### src/rtl/serial_subtractor.sv
// Bit-serial WIDTH-bit subtractor, LSB first,
// one full-subtractor cell with a registered borrow.

module full_subtractor (
   input  logic a,
   input  logic b,
   input  logic bin,
   output logic diff,
   output logic bout
);

   assign diff = a ^ b ^ bin;
   assign bout = (~a & b) | (~(a ^ b) & bin);

endmodule

module serial_subtractor #(
   parameter int WIDTH = 8
) (
   input  logic             clk,
   input  logic             rst,
   input  logic             start,
   input  logic [WIDTH-1:0] a,
   input  logic [WIDTH-1:0] b,
   input  logic             bin,
   output logic             busy,
   output logic             done,
   output logic [WIDTH-1:0] diff,
   output logic             bout
);

   localparam int CW = (WIDTH > 2) ? $clog2(WIDTH) : 1;
   localparam logic [CW-1:0] LAST = CW'(WIDTH - 1);

   typedef enum logic [1:0] {
      IDLE,
      SHIFT,
      DONE
   } state_t;

   state_t state, next;

   logic [WIDTH-1:0] a_sr, b_sr, res_sr;
   logic             borrow;
   logic [CW-1:0]    cnt;

   logic load, step, last;
   logic d, bo;

   full_subtractor u_fs (
      .a    (a_sr[0]),
      .b    (b_sr[0]),
      .bin  (borrow),
      .diff (d),
      .bout (bo)
   );

   // state register
   always_ff @(posedge clk or posedge rst) begin
      if (rst) state <= IDLE;
      else     state <= next;
   end

   // next state, handshake outputs and datapath strobes
   always_comb begin
      next = state;
      busy = 1'b0;
      done = 1'b0;
      load = 1'b0;
      step = 1'b0;
      last = 1'b0;
      unique case (state)
         IDLE: begin
            if (start) begin
               next = SHIFT;
               load = 1'b1;
            end
         end
         SHIFT: begin
            busy = 1'b1;
            step = 1'b1;
            if (cnt == LAST) begin
               last = 1'b1;
               next = DONE;
            end
         end
         DONE: begin
            done = 1'b1;
            next = IDLE;
         end
         default: next = IDLE;
      endcase
   end

   // operand shift, borrow chain and result capture
   always_ff @(posedge clk or posedge rst) begin
      if (rst) begin
         a_sr   <= '0;
         b_sr   <= '0;
         res_sr <= '0;
         borrow <= 1'b0;
         cnt    <= '0;
         diff   <= '0;
         bout   <= 1'b0;
      end else if (load) begin
         a_sr   <= a;
         b_sr   <= b;
         res_sr <= '0;
         borrow <= bin;
         cnt    <= '0;
      end else if (step) begin
         a_sr   <= a_sr >> 1;
         b_sr   <= b_sr >> 1;
         res_sr <= {d, res_sr[WIDTH-1:1]};
         borrow <= bo;
         cnt    <= cnt + CW'(1);
         if (last) begin
            diff <= {d, res_sr[WIDTH-1:1]};
            bout <= bo;
         end
      end
   end

endmodule

### config.mk
export PLATFORM = sky130hd
export DESIGN_NAME = serial_subtractor
export DESIGN_NICKNAME = d
export VERILOG_FILES = /design/src/rtl/serial_subtractor.sv
export SDC_FILE = /design/constraint.sdc
export NUM_CORES = 1
export LEC_CHECK = 0
export CORE_UTILIZATION = 35
export CTS_CLUSTER_DIAMETER = 100
export DETAILED_ROUTE_END_ITERATION = 12
export DONT_BUFFER_PORTS = 1
export PLACE_DENSITY = 0.54
export SYNTH_ARGS = -nofsm -noshare
export SYNTH_HDL_FRONTEND = slang
export SYNTH_SLANG_ARGS = --single-unit
### constraint.sdc
create_clock -name clk -period 1.7 [get_ports clk]
set_clock_uncertainty 0.05 [all_clocks]
set_input_delay 0.51 -clock clk [delete_from_list [all_inputs] [get_ports clk]]
set_output_delay 0.51 -clock clk [all_outputs]
set_load 0.01 [all_outputs]
==> Word level (Yosys, flattened, before mapping) <==
Index checks and enable logic that the tools add are counted.
{ "word_totals": {"regBits": 39, "latch_bits": 0, "ramBits": 0, "rom_bits": 0, "out_inout_bits": 11, "word_cells": 45, "memories": 0} }
{ "classes": {"n_addsub": 1, "mul": 0, "div_mod_pow": 0, "order_cmp": 0, "eq_ne": 5, "shifts": 0, "n_mux": 19, "bitwise_logic": 8, "reduce_logical": 4} }
{ "op_table": {"columns": ["operator", "count"], "rows": [
  ["8-bit two-way mux", 6],
  ["1-bit two-way mux", 8],
  ["3-bit two-way mux", 2],
  ["2-bit two-way mux", 2],
  ["2-bit != test, second input constant", 2],
  ["2-bit one-hot mux with 2 select lines", 1],
  ["3-bit by 1-bit adder with 3-bit output, second input constant", 1],
  ["3-bit == test, second input constant", 1],
  ["1-bit inverter", 3],
  ["3-bit AND reduction", 1],
  ["1-bit AND", 2],
  ["2-bit by 1-bit == test with 1-bit output, second input constant", 1],
  ["2-bit == test, second input constant", 1],
  ["2-bit zero test", 1],
  ["2-bit AND reduction", 1],
  ["2-bit nonzero test", 1],
  ["1-bit bitwise XOR", 2],
  ["1-bit OR", 1]
]} }

==> Logic depth before layout (Yosys ltp) <==
Gate-level depths: netlist (run 1).
{ "depth": {"depth_word": 6, "depth_mapped": 5, "ltp_nobuf": 4} }

==> Cells and area by module <==
Synthesis (run 1) repeated with hierarchy kept, for this count alone.
{ "hier_totals": {"hier_cells": 133, "area_unflattened_um2": 1761.7} }
{ "by_module_without_submodules": {"columns": ["mod", "n_inst", "cells_per_inst", "area_each_um2", "seq_area_each_um2"], "rows": [
  ["serial_subtractor", 1, 129, 1730.4, 950.9],
  ["full_subtractor", 1, 4, 31.3, 0.0]
]} }

==> Worst setup path after synthesis (run 1) <==
Ideal clock, no wire load.
{ "synth_path": {"kind": "reg-to-reg", "from": "register cnt[0]", "to": "register diff[0]", "setup_time_ns": 0.128, "arrival_time_ns": 1.295, "required_time_ns": 1.522, "setup_slack_ns": 0.228, "stages_incl_launch_ff": 6, "path_buffers": 1, "synth_period_minus_slack_ns": 1.472, "path_cell_list": "dfrtp_1 ha_1 ha_1 nand3b_1 buf_4 mux2_1"} }
{ "synth_between": {"elab_chain_len": 4} }
{ "synth_rtl": {"columns": ["item", "line_no", "text"], "rows": [
  ["start, declared", "45", "logic [CW-1:0] cnt;"],
  ["start signal, assigned", "116", "cnt <= cnt + CW'(1);"],
  ["3-bit == test", "82", "if (cnt == LAST) begin"],
  ["1-bit two-way mux", "82", null],
  ["1-bit two-way mux", "72", "unique case (state)"],
  ["3-bit AND reduction (no line)", null, null],
  ["end signal, assigned", "118", "diff <= {d, res_sr[WIDTH-1:1]};"],
  ["end, declared", "28", "output logic [WIDTH-1:0] diff,"]
]} }
No other way between the ends.
A chain may end at the register's enable or synchronous reset.

==> Worst setup path after layout (run 1) <==
{ "layout_path": {"from": "register state[1]", "to": "output port busy"} }
{ "layout_between": {"elab_chain_len": 2} }
{ "layout_rtl": {"columns": ["item", "line_no", "text"], "rows": [
  ["start, declared", "41", "state_t state, next;"],
  ["start signal, assigned", "61", "else state <= next;"],
  ["2-bit by 1-bit == test with 1-bit output", "72", null],
  ["1-bit two-way mux", "72", null],
  ["end, declared", "26", "output logic busy,"]
]} }
No other way between the ends.

==> flow_summary_export.csv, run 1 <==
group,metric,value,unit
cts,clkSinkCount,38,
critical_path,critPathKind,"flop to primary output",
floorplanning,die_area,0.00534,mm^2
timing,fmax,607,MHz
route,ant_nets,0,
placement,portBuffers,0,
job,drv_cap,0,
power_and_ir_drop,powerDensity,1770,mW/mm^2
logic_synthesis,synthesis.area,0.00177,mm^2
critical_path,crit_arrival,1.09,ns
global_route,antenna_found_initial,0,
placement,dpl.cell_count,209,
placement,dpl.hpwl,2220,um
floorplanning,core_area,0.00479,mm^2
floorplanning,start_util,37.0,%
cts,h-tree-depth,2,
cts,cts-root-buf,"clkbuf_8",
cts,cts_hold_buf,0,
floorplanning,fp.dieW,73.1,um
cts,cts_buffers,5,
route,via_count,1154,
cells_and_area,fin_area,0.00200,mm^2
critical_path,reg2reg_setup_slack,0.12,ns
timing,setup_violations,0,
critical_path,critPathRequiredTime,1.14,ns
floorplanning,die_height,73.1,um
critical_path,crit_path_start_kind,"flop",
cells_and_area,antenna_cells,0,
global_route,grt_pass1_wl,5570,um
route,drt_iter0_drc,80,
power_and_ir_drop,peakVddDrop,0.540,mV
logic_synthesis,ys_types,26,
cells_and_area,syn_to_final_growth,13.0,%
route,firstDrtPassIters,4,
global_route,grt_usage,13.9,%
cells_and_area,final_core_util,41.8,%
logic_synthesis,ys_warn_count,0,
cells_and_area,final_net_count,175,
cells_and_area,drive_above_1_share,20.9,%
timing,finalMaxSlewViolations,0,
timing,finalCriticalPeriod,1.65,ns
cells_and_area,layout.area.seq,953,um^2
placement,dpl_worst_slack,0.135,ns
timing,rsz0062_at_grt,"yes",
route,via_per_inst,5.25,
placement,gp_congestion,0.697,
timing,hold_violations,0,
cells_and_area,final-instance-count-excl-fill,220,
cts,clk_pin_slew_worst_paths,0.07,ns
cells_and_area,multiInputGateArea,681,um^2
cts,clkLatencyLatePin,0.28,ns
global_route,grt_max_degree,39,
route,drc_errors,0,
power_and_ir_drop,p_leak,0.904,nW
placement,placed_area,0.00187,mm^2
cts,cts_buffer_depth,2,
logic_synthesis,ys_ff_latch,38,
critical_path,setup.worst_path.end_class,"primary output",
cells_and_area,fillCellCount,444,
logic_synthesis,synth_nets,169,
logic_synthesis,synth_cells,146,
outcome,outcome,"finished, final reports clean",
timing,maxSlewHeadroom,51.1,%
floorplanning,rows,25,
route,wirelength,3290,um
worst_hold_path,hp-class,"input port to async pin",
timing,fin_ws,0.0531,ns
route,wire_per_inst,15.0,um
logic_synthesis,synth.avg_cell_area,12.1,um^2
logic_synthesis,yosysSeqAreaShare,53.7,%
cts,cts_tree,"built",
global_route,grt_remaining_overflow,0,
timing,period_share,96.9,%
timing,final.setup.tns,0,ns
global_route,grt_pass1_vias,1191,
critical_path,cp_max_fo,12,
timing,worst_slew_pin_slew,0.731,ns
floorplanning,pin_count,31,
## Yosys cell counts, drive strengths merged
master / count / area [um^2]
nand4bb: 1 / 11.3
nor2b: 4 / 25.0
nand2: 1 / 3.75
fa: 1 / 20.0
a221oi: 13 / 151
a21oi: 1 / 5.00
a222oi: 2 / 20.0
mux2i: 1 / 10.0
clkbuf: 1 / 3.75
o311ai: 1 / 8.76
buf: 12 / 72.6
ha: 2 / 25.0
o21bai: 1 / 18.8
mux2: 9 / 101
inv: 19 / 71.3
nor2: 14 / 52.6
nor4b: 13 / 114
nand3b: 1 / 7.51
nor4bb: 1 / 10.0
a21o: 1 / 7.51
dfrtp: 38 / 951
a22o: 9 / 78.8
## final timing paths
| path | from | endpoint | depth (start not counted) |
|---|---|---|---|
| worst max-delay path | state[1]$_DFFE_PP0P_ | busy | 2 |
| worst min-delay path | rst | b_sr[3]$_DFFE_PP0P_ | 2 |
| worst max register to register | state[0]$_DFFE_PP0P_ | b_sr[0]$_DFFE_PP0P_ | 3 |
| worst min register to register | a_sr[7]$_DFFE_PP0P_ | a_sr[7]$_DFFE_PP0P_ | 1 |
| max in group asynchronous | rst | state[1]$_DFFE_PP0P_ | 2 |
| min in group clk | start | b_sr[7]$_DFFE_PP0P_ | 1 |
## per-layer routing
| metal | GRT usage, % | up-vias | share of wire (%) |
|---|---|---|---|
| li1 | - | 536 | - |
| met1 | 17.5 | 590 | 43 |
| met2 | 21.5 | 22 | 49 |
| met3 | 4.97 | 6 | 5.1 |
| met4 | 6.10 | 0 | 2.0 |
| met5 | 0 | - | 0 |
## report_power, final
part           internal (W)  switching, W
sequential          0.00132      0.000295
combinational      0.000686      0.000631
clock              0.000327      0.000290
## cells in the final DEF (no fill, tap or decap), drive strengths merged, types with 2 or more instances in the layout
| cell | instances |
|---|---|
| buf | 12 |
| mux2 | 9 |
| clkbuf | 7 |
| nor4b | 13 |
| a222oi | 2 |
| nor2b | 4 |
| a22o | 9 |
| dfrtp | 38 |
| ha | 2 |
| inv | 19 |
| a221oi | 13 |
| nor2 | 14 |
## sequential cells by signal, summed over array words and instances, names as in the netlist
signal / cells
state: 2
cnt: 3
res_sr: 7
bout: 1
diff: 8
b_sr: 8
a_sr: 8
borrow: 1
## layout make-up
class	instances	share of cell area [%]
sequential	38	47.7
multi-input combinational	76	34.0
timing repair buffer	12	5.94
clock buffer	7	4.32
tap	67	4.19
inverter	19	3.57
clock inverter	1	0.250
## metrics by stage
stage          hold slack [ns]  power (W)
2_1_floorplan            0.400    0.00262
3_3_place_gp             0.411    0.00286
3_5_place_dp             0.417    0.00292
4_1_cts                  0.192    0.00360
5_1_grt                  0.214    0.00383
6_report                 0.171    0.00355
## timing repair
item | in CTS | in global routing
setup endpoints to repair | 2 | 4
gates resized for setup | 6 | 0
endpoints found under the hold margin | 0 | 0
pin swaps | 0 | 1
setup buffers | 2 | 1
## worst max-delay path, stage by stage (launching register included)
cell and delay, ns:
dfrtp_2 0.47, nor2b_2 0.16, buf_6 0.18
## cells by family after synthesis
family	synth area share (%)
AO/OA/AOI/OAI	16.4
adder cells (fa/ha/maj)	2.55
buffers and inverters	8.34
flip-flops	53.7
multiplexers	6.29
AND/OR/NAND/NOR	12.7
(Power assumes the default switching activity.)
==> inputs of run 2 (changes only) <==
--- a/config.mk
+++ b/config.mk
@@ -5,6 +5,7 @@
 export SDC_FILE = /design/constraint.sdc
 export NUM_CORES = 1
 export LEC_CHECK = 0
+export CAP_MARGIN = 20
 export CORE_UTILIZATION = 35
 export CTS_CLUSTER_DIAMETER = 100
 export DETAILED_ROUTE_END_ITERATION = 12
==> results of run 2 <==
The final DEF is identical to that of run 1; final timing and power are the same.
